`config.mk`:
```
export PLATFORM = sky130hd
export DESIGN_NAME = ascii_loader
export DESIGN_NICKNAME = d
export VERILOG_FILES = /design/src/rtl/uk101_pkg.sv /design/src/rtl/sync_fifo.sv /design/src/rtl/ascii_loader.sv
export SDC_FILE = /design/constraint.sdc
export NUM_CORES = 1
export LEC_CHECK = 0
export ABC_AREA = 1
export CAP_MARGIN = 10
export CELL_PAD_IN_SITES_DETAIL_PLACEMENT = 1
export CELL_PAD_IN_SITES_GLOBAL_PLACEMENT = 1
export CORE_MARGIN = 10
export CORE_UTILIZATION = 45
export DETAILED_ROUTE_END_ITERATION = 10
export GPL_TIMING_DRIVEN = 0
export PLACE_DENSITY_LB_ADDON = 0.08
export SLEW_MARGIN = 20
export SYNTH_ARGS = -nofsm -noshare
export SYNTH_HDL_FRONTEND = slang
export SYNTH_SLANG_ARGS = --single-unit
```
`constraint.sdc`:
```
create_clock -name clk -period 2.8 [get_ports clk]
set_input_delay 0.56 -clock clk [delete_from_list [all_inputs] [get_ports clk]]
set_output_delay 0.56 -clock clk [all_outputs]
set_load 0.02 [all_outputs]
```
`src/rtl/uk101_pkg.sv`:
```
// rtl/uk101_pkg.sv - shared types and character constants for the UK101 ascii loader
package uk101_pkg;

    // Presentation FSM states of the ascii loader
    typedef enum logic [1:0] {
        IDLE    = 2'd0,
        PRESENT = 2'd1,
        GAP     = 2'd2
    } ldr_state_t;

    localparam logic [7:0] ASCII_CR = 8'h0D;
    localparam logic [7:0] ASCII_LF = 8'h0A;

endpackage

```
`src/rtl/sync_fifo.sv`:
```
// rtl/sync_fifo.sv - single-clock FIFO with flush, shared by the ascii loader and UART receive buffer
// A flush empties the FIFO and a push in the same cycle lands in the freshly
// emptied storage. A pop is ignored while empty or flushing; a push into a full
// FIFO is dropped unless a pop frees the slot in the same cycle.
module sync_fifo #(
    parameter int WIDTH = 8,
    parameter int DEPTH = 16
) (
    input  logic                       clk,
    input  logic                       n_reset,
    input  logic                       flush,
    input  logic                       push,
    input  logic [WIDTH-1:0]           din,
    input  logic                       pop,
    output logic [WIDTH-1:0]           dout,
    output logic [$clog2(DEPTH+1)-1:0] count,
    output logic                       empty,
    output logic                       full
);

    localparam int AW = $clog2(DEPTH);
    localparam int CW = $clog2(DEPTH + 1);
    localparam logic [CW-1:0] FULL_LEVEL = CW'(DEPTH);

    logic [WIDTH-1:0] mem_q [DEPTH];
    logic [WIDTH-1:0] mem_d [DEPTH];
    logic [AW-1:0]    wr_ptr_q, wr_ptr_d;
    logic [AW-1:0]    rd_ptr_q, rd_ptr_d;
    logic [CW-1:0]    count_q, count_d;
    logic             do_push;
    logic             do_pop;

    assign empty = (count_q == '0);
    assign full  = (count_q == FULL_LEVEL);
    assign count = count_q;
    assign dout  = mem_q[rd_ptr_q];

    // Next-state of storage, pointers and occupancy for push/pop/flush
    always_comb begin
        mem_d    = mem_q;
        wr_ptr_d = wr_ptr_q;
        rd_ptr_d = rd_ptr_q;
        count_d  = count_q;
        do_pop   = pop & ~empty & ~flush;
        do_push  = push & (flush | ~full | do_pop);
        if (flush) begin
            wr_ptr_d = '0;
            rd_ptr_d = '0;
            count_d  = '0;
        end
        if (do_push) begin
            mem_d[wr_ptr_d] = din;
            wr_ptr_d        = wr_ptr_d + AW'(1);
            count_d         = count_d + CW'(1);
        end
        if (do_pop) begin
            rd_ptr_d = rd_ptr_q + AW'(1);
            count_d  = count_d - CW'(1);
        end
    end

    // FIFO state registers
    always_ff @(posedge clk or negedge n_reset) begin
        if (!n_reset) begin
            for (int i = 0; i < DEPTH; i++) begin
                mem_q[i] <= '0;
            end
            wr_ptr_q <= '0;
            rd_ptr_q <= '0;
            count_q  <= '0;
        end else begin
            mem_q    <= mem_d;
            wr_ptr_q <= wr_ptr_d;
            rd_ptr_q <= rd_ptr_d;
            count_q  <= count_d;
        end
    end

endmodule

```
`src/rtl/ascii_loader.sv`:
```
// rtl/ascii_loader.sv - paces a downloaded text file into the UK101 ACIA receive path
// Bytes from hps_io are line-ending filtered (LF and CRLF become a single CR),
// buffered, and handed to the ACIA one at a time with a short gap after each
// character and a long gap after each CR so BASIC can tokenise the line.
module ascii_loader
    import uk101_pkg::*;
#(
    parameter int FIFO_DEPTH = 16,
    parameter int CHAR_GAP   = 48000,
    parameter int LINE_GAP   = 4800000
) (
    input  logic       clk,
    input  logic       n_reset,
    input  logic       sel_file,
    input  logic       ioctl_download,
    input  logic       ioctl_wr,
    input  logic [7:0] ioctl_data,
    output logic       ioctl_wait,
    output logic [7:0] rx_data,
    output logic       rx_valid,
    input  logic       rx_ack,
    output logic       loading,
    output logic       overflow
);

    localparam int CW = $clog2(FIFO_DEPTH + 1);
    localparam int GW = $clog2(LINE_GAP + 1);
    localparam logic [CW-1:0] WAIT_LEVEL = CW'(FIFO_DEPTH - 2);
    localparam logic [GW-1:0] CHAR_LOAD  = GW'(CHAR_GAP);
    localparam logic [GW-1:0] LINE_LOAD  = GW'(LINE_GAP);

    ldr_state_t    state_q, state_d;
    logic [7:0]    rx_data_q, rx_data_d;
    logic          rx_valid_q, rx_valid_d;
    logic [GW-1:0] gap_cnt_q, gap_cnt_d;
    logic          last_cr_q, last_cr_d;
    logic          overflow_q, overflow_d;
    logic          dl_q;

    logic          dl_rise;
    logic          last_cr_eff;
    logic          fifo_flush;
    logic          fifo_push;
    logic          fifo_pop;
    logic [7:0]    fifo_din;
    logic [7:0]    fifo_dout;
    logic [CW-1:0] fifo_count;
    logic          fifo_empty;
    logic          fifo_full;

    sync_fifo #(
        .WIDTH (8),
        .DEPTH (FIFO_DEPTH)
    ) u_fifo (
        .clk     (clk),
        .n_reset (n_reset),
        .flush   (fifo_flush),
        .push    (fifo_push),
        .din     (fifo_din),
        .pop     (fifo_pop),
        .dout    (fifo_dout),
        .count   (fifo_count),
        .empty   (fifo_empty),
        .full    (fifo_full)
    );

    // The two-entry margin lets a write already in flight still land
    assign ioctl_wait = sel_file & (fifo_count >= WAIT_LEVEL);
    assign loading    = sel_file & (ioctl_download | ~fifo_empty | (state_q != IDLE));
    assign rx_data    = rx_data_q;
    assign rx_valid   = rx_valid_q;
    assign overflow   = overflow_q;

    // Write filter, download restart and presentation FSM next-state
    always_comb begin
        dl_rise     = ioctl_download & ~dl_q;
        last_cr_eff = last_cr_q & ~dl_rise;
        state_d     = state_q;
        rx_data_d   = rx_data_q;
        rx_valid_d  = rx_valid_q;
        gap_cnt_d   = gap_cnt_q;
        last_cr_d   = last_cr_eff;
        overflow_d  = overflow_q & ~dl_rise;
        fifo_flush  = dl_rise;
        fifo_push   = 1'b0;
        fifo_pop    = 1'b0;
        fifo_din    = ioctl_data;

        // Line-ending filter: LF right after CR vanishes, any other LF becomes CR
        if (ioctl_wr && sel_file) begin
            if (ioctl_data == ASCII_LF) begin
                if (last_cr_eff) begin
                    last_cr_d = 1'b0;
                end else begin
                    fifo_din  = ASCII_CR;
                    fifo_push = 1'b1;
                    last_cr_d = 1'b1;
                end
            end else if (ioctl_data == ASCII_CR) begin
                fifo_push = 1'b1;
                last_cr_d = 1'b1;
            end else begin
                fifo_push = 1'b1;
                last_cr_d = 1'b0;
            end
        end

        if (!sel_file) begin
            state_d    = IDLE;
            rx_valid_d = 1'b0;
            fifo_flush = 1'b1;
        end else if (dl_rise) begin
            state_d    = IDLE;
            rx_valid_d = 1'b0;
        end else begin
            case (state_q)
                IDLE: begin
                    rx_valid_d = 1'b0;
                    if (!fifo_empty) begin
                        fifo_pop   = 1'b1;
                        rx_data_d  = fifo_dout;
                        rx_valid_d = 1'b1;
                        state_d    = PRESENT;
                    end
                end
                PRESENT: begin
                    if (rx_ack && rx_valid_q) begin
                        gap_cnt_d  = (rx_data_q == ASCII_CR) ? LINE_LOAD : CHAR_LOAD;
                        rx_valid_d = 1'b0;
                        state_d    = GAP;
                    end
                end
                GAP: begin
                    rx_valid_d = 1'b0;
                    if (gap_cnt_q == '0) begin
                        if (!fifo_empty) begin
                            fifo_pop   = 1'b1;
                            rx_data_d  = fifo_dout;
                            rx_valid_d = 1'b1;
                            state_d    = PRESENT;
                        end else begin
                            state_d = IDLE;
                        end
                    end else begin
                        gap_cnt_d = gap_cnt_q - GW'(1);
                    end
                end
                default: begin
                    state_d    = IDLE;
                    rx_valid_d = 1'b0;
                end
            endcase
        end

        // A byte is lost only if the FIFO stays full through this cycle
        if (fifo_push && fifo_full && !fifo_pop && !fifo_flush) begin
            overflow_d = 1'b1;
        end
    end

    // Loader state registers
    always_ff @(posedge clk or negedge n_reset) begin
        if (!n_reset) begin
            state_q    <= IDLE;
            rx_data_q  <= 8'h00;
            rx_valid_q <= 1'b0;
            gap_cnt_q  <= '0;
            last_cr_q  <= 1'b0;
            overflow_q <= 1'b0;
            dl_q       <= 1'b0;
        end else begin
            state_q    <= state_d;
            rx_data_q  <= rx_data_d;
            rx_valid_q <= rx_valid_d;
            gap_cnt_q  <= gap_cnt_d;
            last_cr_q  <= last_cr_d;
            overflow_q <= overflow_d;
            dl_q       <= ioctl_download;
        end
    end

endmodule

```
### Yosys cells after proc, flatten, opt, wreduce, memory -nomap -nowiden

Index checks and enable logic that the tools add are counted.

| word-level totals | value |
|---|---|
| register bits after elaboration | 178 |
| ROM bits | 0 |
| latch bits | 0 |
| memory bits (writable) | 0 |
| memories kept | 0 |

| cells by class | value |
|---|---|
| order comparisons | 4 |
| eq/ne operators | 12 |
| reduce and logical (&&, ||, !) cells | 18 |
| div/mod/pow operators | 0 |
| multiplexer cells | 47 |
| add/sub/neg operators | 5 |
| shifts and indexed selects | 0 |
| bitwise operators | 19 |
| $mul | 0 |

Operators by type and width:

| cell | number |
|---|---|
| 128-bit bitwise mux | 1 |
| 23-bit 2-to-1 mux | 3 |
| 8-bit 2-to-1 mux | 8 |
| 23-bit one-hot mux with 2 select lines | 1 |
| 8-bit binary-select mux with 4-bit select | 1 |
| 8-bit demux with 4-bit select | 1 |
| 8-bit by 4-bit == test with 1-bit output, second input constant | 3 |
| 23-bit zero test | 1 |
| 23-bit by 1-bit subtractor with 23-bit output, second input constant | 1 |
| 1-bit 2-to-1 mux | 16 |
| 4-bit 2-to-1 mux | 4 |
| 8-bit one-hot mux with 2 select lines | 1 |
| 5-bit 2-to-1 mux | 3 |
| 4-bit != test, second input constant | 3 |
| 5-bit greater-or-equal comparator, second input constant | 2 |
| 2-bit 2-to-1 mux | 5 |
| 4-bit NOT with 5-bit output | 2 |
| 4-bit by 1-bit adder with 4-bit output, second input constant | 2 |
| 1-bit bitwise AND | 8 |
| 2-bit nonzero test | 4 |
| 1-bit logical AND | 6 |
| 2-bit != test, second input constant | 3 |
| 2-bit one-hot mux with 3 select lines | 1 |
| 5-bit by 1-bit adder with 5-bit output, second input constant | 1 |
| 16 further kinds | 24 |

### Depth between registers and ports, before layout

Gate-level depths: netlist of run 1.

| depth | value |
|---|---|
| word-level depth | 13 |
| mapped depth | 21 |
| mapped depth without buffers | 21 |

### By module

A second synthesis of run 1 with hierarchy kept.

| unflattened totals | value |
|---|---|
| cell total of the unflattened synthesis | 1126 |
| area, all modules | 9257.6 um^2 |

By module, submodules not included:

| module | cells an instance | area an instance (um^2) | instances | seq. area each (um^2) |
|---|---|---|---|---|
| sync_fifo | 779 | 6842.8 | 1 | 3528.4 |
| ascii_loader | 347 | 2414.8 | 1 | 925.9 |

### Least setup slack after synthesis of run 1

Ideal clock, no wire load.

| timing | value |
|---|---|
| path type | input -> register |
| from | input ioctl_download |
| to | register u_fifo.count_q[4] (netlist: u_fifo.count[4]) |
| setup slack | 0.624 ns |
| library setup time | 0.123 ns |
| data arrival time | 2.053 ns |
| stages on the path | 17 |
| path buffers | 0 |
| path through | inv_2 > nor2_4 > nor2_8 > inv_4 > nor2_1 > inv_1 > nor2_1 > nand2_2 > nand2_4 > nand2_1 > nand2_1 > ha_1 > inv_1 > nor2_1 > nand3_1 > o21ai_0 > nand2_1 |

| between the ends | value |
|---|---|
| longest elaborated chain between the ends | 10 |

RTL lines:

| item | RTL line | RTL |
|---|---|---|
| start, declared | ascii_loader.sv:15 | `input logic ioctl_download,` |
| 1-bit bitwise AND * | ascii_loader.sv:76 | `dl_rise = ioctl_download & ~dl_q;` |
| parallel branches: the longest is 8 deep, another holds 5-bit by 1-bit adder with 5-bit output | n/a |  |
| 5-bit 2-to-1 mux * | sync_fifo.sv:56 | `if (do_pop) begin` |
| net u_fifo.count_d[4] | sync_fifo.sv:29 | `logic [CW-1:0] count_q, count_d;` |
| end signal, assigned | sync_fifo.sv:75 | `count_q <= count_d;` |
| end, declared | sync_fifo.sv:29 |  |

Mark *: on every way through the listed nets, which the timed path passes.
A chain may end at the register's enable or synchronous reset.

### Worst setup path in the final report of run 1

| timing | value |
|---|---|
| from | register u_fifo.rd_ptr_q[0] |
| to | register rx_data_q[4] (netlist: rx_data[4]) |

| between the ends | value |
|---|---|
| longest elaborated chain between the ends | 7 |

RTL lines:

| item | RTL line | RTL |
|---|---|---|
| start, declared | sync_fifo.sv:28 | `logic [AW-1:0] rd_ptr_q, rd_ptr_d;` |
| start signal, assigned | sync_fifo.sv:74 | `rd_ptr_q <= rd_ptr_d;` |
| 4-bit NOT with 5-bit output (implied by the code) * | sync_fifo.sv:36 | `assign dout = mem_q[rd_ptr_q];` |
| 8-bit binary-select mux with 4-bit select * | sync_fifo.sv:36 |  |
| 8-bit 2-to-1 mux (implied by the code) * (2 in a row) | sync_fifo.sv:36 |  |
| 8-bit 2-to-1 mux * | ascii_loader.sv:119, ascii_loader.sv:136 |  |
| 8-bit 2-to-1 mux | ascii_loader.sv:135 | `if (gap_cnt_q == '0) begin` |
| 8-bit one-hot mux with 2 select lines * | ascii_loader.sv:116 | `case (state_q)` |
| end signal, assigned | ascii_loader.sv:173 | `rx_data_q <= rx_data_d;` |
| end, declared | ascii_loader.sv:33 | `logic [7:0] rx_data_q, rx_data_d;` |

Every way passes the cells marked *; elsewhere a longest branch is shown, timed or not. The select of a mux whose other input is x is not followed.

==> results of run 1 <==
registers in the layout, indices dropped and copies added (netlist names):
name and count:
dl_q 1, u_fifo.count 5, u_fifo.wr_ptr_q 4, rx_data 8
overflow 1, rx_valid 1, state_q 2, gap_cnt_q 23
last_cr_q 1, u_fifo.mem_q 128, u_fifo.rd_ptr_q 4
logic make-up after synthesis:
family                   count (synthesis)  share of synthesized area
adder cells (fa/ha/maj)                  9                     0.0127
AO/OA/AOI/OAI                          295                      0.194
XOR/XNOR                                19                     0.0187
AND/OR/NAND/NOR                        417                      0.208
buffers and inverters                  135                     0.0654
flip-flops                             178                      0.500
area by class of cell:
class | count | area, um^2 | share of cell area
clock buffers | 18 | 429 | 0.0419
flip-flops and latches | 178 | 4450 | 0.435
well taps | 265 | 332 | 0.0324
clock inverters | 14 | 145 | 0.0142
repair buffers | 43 | 410 | 0.0401
plain buffers | 53 | 282 | 0.0275
inverters | 82 | 317 | 0.0309
multi-input cells | 740 | 3870 | 0.378
routing by layer:
layer,wire (um),share of wire,up-vias,track usage
li1,-,-,3666,-
met1,12600,0.44,3960,0.283
met2,14300,0.50,181,0.380
met3,1140,0.040,49,0.0373
met4,790,0.027,0,0.0822
met5,0,0,-,0
power by group through the flow:
stage	Combinational [uW]	Clock, uW	Sequential [uW]
floorplan	1660	0	3280
global placement	2690	0	3290
detailed placement	2760	0	3310
CTS	2790	2400	3260
global route	3110	2510	3310
finish	2820	2380	3260
cells in the final DEF (no fill, tap or decap), drive strengths merged, types with 6 or more instances in the layout:
cell / count
nand2: 218
o21ai: 214
dfrtp: 178
nor2: 129
inv: 85
clkbuf: 55
nand3: 40
buf: 35
a21oi: 25
clkdlybuf4s50: 24
o221ai: 17
xor2: 16
nand4: 16
o22ai: 13
o211ai: 10
ha: 9
clkinv: 9
nor4: 7
a21o: 6
critical path, delay by kind of cell (launching register included):
kind	cells	cell delay (ns)
buffers and inverters	2	1.21
AO/OA/AOI/OAI	4	0.92
flip-flops	1	0.48
AND/OR/NAND/NOR	1	0.11
final timing paths:
path	to	slack, ns
setup / recovery	rx_data[4]	0.005
hold / removal	u_fifo.count[4]	0.09
setup reg to reg	rx_data[4]	0.005
hold reg to reg	u_fifo.mem_q[14]	0.48
max in group asynchronous	u_fifo.mem_q[96]	1.76
min in group clk	u_fifo.mem_q[14]	0.48
per-stage QoR:
stage,hold WS [ns],setup slack (ns),instances
global route,0.178,-0.00674,1393
floorplan,0.264,0.624,1053
finish,0.0905,0.00531,1393
global placement,0.460,-6.62,1343
CTS,0.152,0.0182,1379
detailed placement,0.464,-0.522,1344
cell usage after synthesis (2+ instances only):
cell        n
nand2_1   208
dfrtp_1   178
o21ai_0   177
nor2_1    118
inv_1      68
nand3_1    40
clkbuf_1   38
o21ai_2    29
a21oi_1    24
o221ai_1   17
xor2_1     16
nand4_1    14
o22ai_1    13
o211ai_1   10
ha_1        9
inv_2       9
nor2_4      8
o21ai_1     8
buf_2       7
nand2_2     7
nor4_1      7
a21o_1      6
buf_6       6
a31oi_1     5
clkinv_1    3
nand2_4     3
nand3b_1    3
xnor2_1     3
inv_4       2
nand4_4     2
nor2_2      2
o31ai_1     2
timing repair:
| action | CTS | global route |
|---|---|---|
| endpoints found under the setup margin | 22 | 103 |
| hold endpoints to repair | 0 | 0 |
| resized for setup | 1 | 17 |
| pin swaps | 0 | 4 |
| buffers inserted | 3 | 14 |
==> flow_metrics.tcl, run 1 <==
set metrics [dict create \
    hold_class "in2async" \
    grt_max_degree 95 \
    drt_wl_total_mm 28.8 \
    die_x_um 161 \
    hpwl_mm 20.0 \
    final-max-slew-violation-count 0 \
    post-route-util 0.526 \
    clkPwrFrac 0.281 \
    cp.arrival_ns 3.18 \
    postLayoutCellArea_um2 10200 \
    outcome "completed" \
    slowest_stage "clkbuf_1" \
    maxSlewHeadroom 0.431 \
    gp_congestion 0.845 \
    grt_overflow 0 \
    wl_per_cell_um 20.7 \
    tightest_slew_ns 0.846 \
    hold_violations 0 \
    grt_use_total 0.224 \
    via_per_inst 5.64 \
    p_total_uw 8460 \
    power_frac_comb 0.333 \
    dr.pass1.iters 7 \
    crit_path_frequent_cell "clkbuf_1" \
    insertedDiodeCount 0 \
    coreArea_um2 19500 \
    drive_gt1_frac 0.121 \
    grt_pass1_wl_mm 45.8 \
    slowest_delay_ns 0.61 \
    cts_buffer_depth 2 \
    drc 0 \
    ir_worst_vdd_mv 0.500 \
    syn_area_per_cell_um2 8.45 \
    r2r_start "u_fifo.rd_ptr_q[0]" \
    crit_required_ns 3.19 \
    switching_power_uw 3460 \
    clk_latency_ns 0.45 \
    cts_sinks 178 \
    vias 7856 \
    first_iter_violations 510 \
    yosysWarnings 0 \
    sequentialPowerShare 0.386 \
    synth_area_leaders "dfrtp_1 (50%), o21ai_0 (10%), nand2_1 (8.8%), nor2_1 (5.0%), inv_1 (2.9%)" \
    start_util 0.457 \
    htreeDepth 4 \
    dpl_cell_area_um2 9510 \
    nFillCells 2348 \
    path_class "reg2reg" \
    clk_pin_slew_ns 0.08 \
    path_cells "clkbuf_1 -> clkbuf_1 -> nor2_1 -> o221ai_1 -> o211ai_1 -> a21oi_1 -> a21o_1" \
    min_period_ns 2.79 \
    clockRootBuffer "clkbuf_16" \
    yosysUniqueCellTypes 43 \
    async_flop_share 1.00 \
    p_int_uw 5000 \
    port_buffers 25 \
    die_h_um 161 \
    antenna_found_initial 0 \
    row_count 51 \
    switching_share 0.409 \
    antenna_left 0 \
    cts_made_buffers 17 \
    ys_seq_area_frac 0.500 \
    hold_buffers 0 \
    path_max_fanout 10 \
    io_pins 26 \
    synth_top_area_share 0.500 \
    grt_pass1_vias 8055 \
    worst_setup_path_end_kind "flip-flop" \
    synthCells 1053 \
    nets 1138 \
    synth_top_cell_by_area "dfrtp_1" \
    synth_ff_type "dfrtp_1" \
    yosys_register_bits 178 \
    drv_cap 0 \
    syn-num-nets 1076 \
    start_kind "flip-flop" \
    fmax_ghz 0.358 \
    die_area_um2 25800 \
    finClkSkew_ns 0.0141 \
    cts_tree "built" \
    tns_ns 0 \
    area_growth_pct 15.0 \
    synth-edff-count 0 \
    cellLeakagePower_uw 0.00456 \
    setup_viol 0 \
    syn_area_um2 8900 \
    ff2ff_path_depth 7 \
    p_per_area_nw_per_um2 826 \
    finalCritPeriodShare 0.998 \
    critical_path.startpoint "u_fifo.rd_ptr_q[0]" \
]
Note: power is estimated with default switching activity, not from simulation.
==> run 2, diff against run 1 <==
- SKIP_LAST_GASP: not set -> 1
==> results of run 2 <==
No change in the layout: final DEF, timing and power equal those of run 1.
==> run 3, diff against run 2 <==
- ABC_AREA: 1 -> not set
- CORE_MARGIN: 10 -> not set
- CORE_UTILIZATION: 45 -> 40
==> run 3 against run 2 <==
Effect of this change: the run now ends with setup timing left; synthesized cell count fell by 39%; design area rose by 8.2%; clock-buffer cell count rose by 1; sequential power fell by 4%; clock skew fell by 0.0019 ns; sequential share of layout area fell by 3.3 points; highest routed layer unchanged.
==> flow_metrics.tcl, run 3 <==
set metrics [dict create \
    outcome "finished, violations left" \
    violations "setup timing" \
    min_period_ns 2.99 \
    cellLeakagePower_uw 0.00482 \
    largest-register "u_fifo.mem_q" \
    regToRegSetupSlack_ns -0.14 \
    synth_commonest_cells "dfrtp_1 (178), mux2_2 (137), mux4_2 (40)" \
    ys_seq_area_frac 0.509 \
    switching_power_uw 2540 \
    mostFrequentLayoutCell "dfrtp_1" \
    yosysWarnings 0 \
    grt_pass1_vias 6388 \
    p_per_area_nw_per_um2 725 \
    grt_max_degree 105 \
    power_frac_comb 0.306 \
    die_h_um 150 \
    synthCells 642 \
    dr.pass1.iters 4 \
    clockRootBuffer "clkbuf_16" \
    grt_pass1_wl_mm 38.3 \
    slowest_stage "clkdlybuf4s50_1" \
    nFillCells 2075 \
    cts_made_buffers 17 \
    switching_share 0.316 \
    start_util 0.412 \
    antenna_left 0 \
    cp-endpoint "u_fifo.mem_q[35]" \
    wl_per_cell_um 23.6 \
    drt_wl_total_mm 23.9 \
    drc 0 \
    preCtsSetupSlack_ns -1.45 \
    die_x_um 150 \
    worst_setup_path_end_kind "flip-flop" \
    maxSlewHeadroom 0.288 \
    syn-num-nets 665 \
    syn_area_per_cell_um2 13.6 \
    setup_slack_ns -0.185 \
    path_max_fanout 10 \
    p_total_uw 8030 \
    yosysUniqueCellTypes 54 \
    fmax_ghz 0.335 \
    post-route-util 0.522 \
    synth_area_leaders "dfrtp_1 (51%), mux2_2 (18%), mux4_2 (10%), nand2_1 (1.6%), nor2_1 (1.3%)" \
    cp.buffers_inverters 4 \
    synth_top_cell_by_area "dfrtp_1" \
    dpl_cell_area_um2 9400 \
    clk_pin_slew_ns 0.07 \
    tightest_slew_ns 1.06 \
    synth-edff-count 0 \
    cp.depth 11 \
    p_int_uw 5490 \
    sequentialPowerShare 0.390 \
    nets 748 \
    syn_area_um2 8740 \
    via_per_inst 5.68 \
    synth_ff_type "dfrtp_1" \
    io_pins 26 \
    cp.arrival_ns 3.30 \
    hold_class "in2async" \
    ir_worst_vdd_mv 0.444 \
    cts_tree "built" \
    gp_congestion 0.853 \
    first_iter_violations 239 \
    path_cells "clkdlybuf4s50_1 -> nand2b_4 -> and2_4 -> clkbuf_4 -> nand2_1 -> inv_1 -> ha_4 -> nand2_2 -> nor4_4 -> buf_12 -> mux2_4" \
    critical_path.startpoint "ioctl_download" \
    finalCritPeriodShare 1.07 \
    final-max-slew-violation-count 0 \
    yosysMostFrequentCell "dfrtp_1" \
    cts_buffer_depth 2 \
    start_kind "input pin" \
    r2r_start "gap_cnt_q[6]" \
    yosys_register_bits 178 \
    area_growth_pct 26.7 \
    grt_use_total 0.230 \
    hpwl_mm 15.4 \
    coreArea_um2 21200 \
    clk_latency_ns 0.43 \
    die_area_um2 22500 \
    port_buffers 25 \
    final_cell_mix "dfrtp_1 (178), mux2_4 (89), mux2_2 (48)" \
    r2r-end "u_fifo.mem_q[81]" \
    drive_gt1_frac 0.423 \
    finClkSkew_ns 0.0122 \
    crit_required_ns 3.11 \
    synth_top_area_share 0.509 \
    clkPwrFrac 0.304 \
    vias 5738 \
    insertedDiodeCount 0 \
    rsz0062_at_grt "true" \
    largest_reg_flops 128 \
    cts_sinks 178 \
    slowest_delay_ns 0.48 \
    hold_violations 0 \
    row_count 53 \
    postLayoutCellArea_um2 11100 \
    async_flop_share 1.00 \
    setup_viol 90 \
    antenna_found_initial 0 \
    ff2ff_path_depth 10 \
    drv_cap 0 \
    grt_overflow 0 \
    whs_ns 0.0652 \
    path_class "in2reg" \
    cp_top_family "buffers and inverters" \
    htreeDepth 4 \
]
-- run 3: changes by cell type in the layout (fill, tap and decap cells not counted), moves of 13 or more --
| cell | delta |
|---|---|
| nand2_1 | -177 |
| o221ai_1 | -17 |
| mux4_2 | +40 |
| mux2_2 | +48 |
| clkbuf_1 | -19 |
| inv_1 | -60 |
| o21ai_0 | -158 |
| mux2_4 | +89 |
| nor2_1 | -86 |
| a21oi_1 | -13 |
| nand3_1 | -34 |
| o21ai_2 | -28 |
-- run 3: power by group through the flow --
stage / Sequential, uW / Clock (uW) / Combinational [uW]
6_report: 3130 / 2440 / 2460
4_1_cts: 3120 / 2490 / 2350
3_5_place_dp: 3160 / 0 / 1980
2_1_floorplan: 3160 / 0 / 1280
5_1_grt: 3180 / 2580 / 2630
3_3_place_gp: 3140 / 0 / 1910
-- run 3: per-layer routing --
metal  track usage  wire length, um
met1         0.294            10400
met2         0.404            12600
met3        0.0323              530
met4        0.0667              340
met5             0                0
-- run 3: layout make-up --
class,count,area (um^2),share of cell area
Inverter,8,30.0,0.00271
Sequential cell,178,4450,0.402
Clock buffer,19,433,0.0391
Multi-Input combinational cell,421,4700,0.424
Tap cell,275,344,0.0311
Buffer,30,180,0.0163
Clock inverter,11,155,0.0140
Timing Repair Buffer,69,785,0.0708
-- run 3: what timing repair did --
action | in CTS | in global routing
hold buffers | 0 | 0
pin swaps | 12 | 19
endpoints found under the hold margin | 0 | 0
gates resized for setup | 138 | 45
cloned | 1 | 0
buffers inserted | 34 | 11
setup endpoints to repair | 166 | 154
-- run 3: kinds of logic (layout without fill, tap and decap cells) --
| logic type | count (synthesis) | after routing | share of synthesized area |
|---|---|---|---|
| AOI/OAI and AO/OA | 61 | 61 | 0.0458 |
| xor gates and xnor gates | 21 | 21 | 0.0210 |
| adders and majority gates | 9 | 9 | 0.0129 |
| buffers and inverters | 43 | 137 | 0.0215 |
| DFF | 178 | 178 | 0.509 |
| muxes | 181 | 181 | 0.284 |
| and+or+nand+nor | 149 | 149 | 0.105 |
-- run 3: worst min path at each step --
| stage | from | end | slack [ns] | depth (start not counted) |
|---|---|---|---|---|
| after floorplan | n_reset | dl_q | 0.26 | 0 |
| after CTS | n_reset | overflow | 0.12 | 1 |
| after global routing | n_reset | u_fifo.count[3] | 0.11 | 1 |
| final | n_reset | u_fifo.count[3] | 0.07 | 1 |
| after detailed placement | u_fifo.mem_q[110] | u_fifo.mem_q[110] | 0.49 | 1 |
| after global placement | overflow | overflow | 0.48 | 2 |
-- run 3: worst register-to-register path: stages, from the launching register on --
cell and delay, ns:
dfrtp_1 0.38, or4_4 0.59, nor3_4 0.15, nand4_1 0.12, buf_6 0.17, a311o_1 0.32
buf_6 0.15, buf_12 0.14, nor4b_4 0.28, buf_12 0.19, mux2_2 0.34
-- run 3: per-stage QoR --
stage,cells,TNS [ns]
after floorplan,642,-1.94
after global placement,942,-1229.17
after detailed placement,943,-178.51
after CTS,1005,-13.11
after global routing,1011,-20.02
final,1011,-6.42
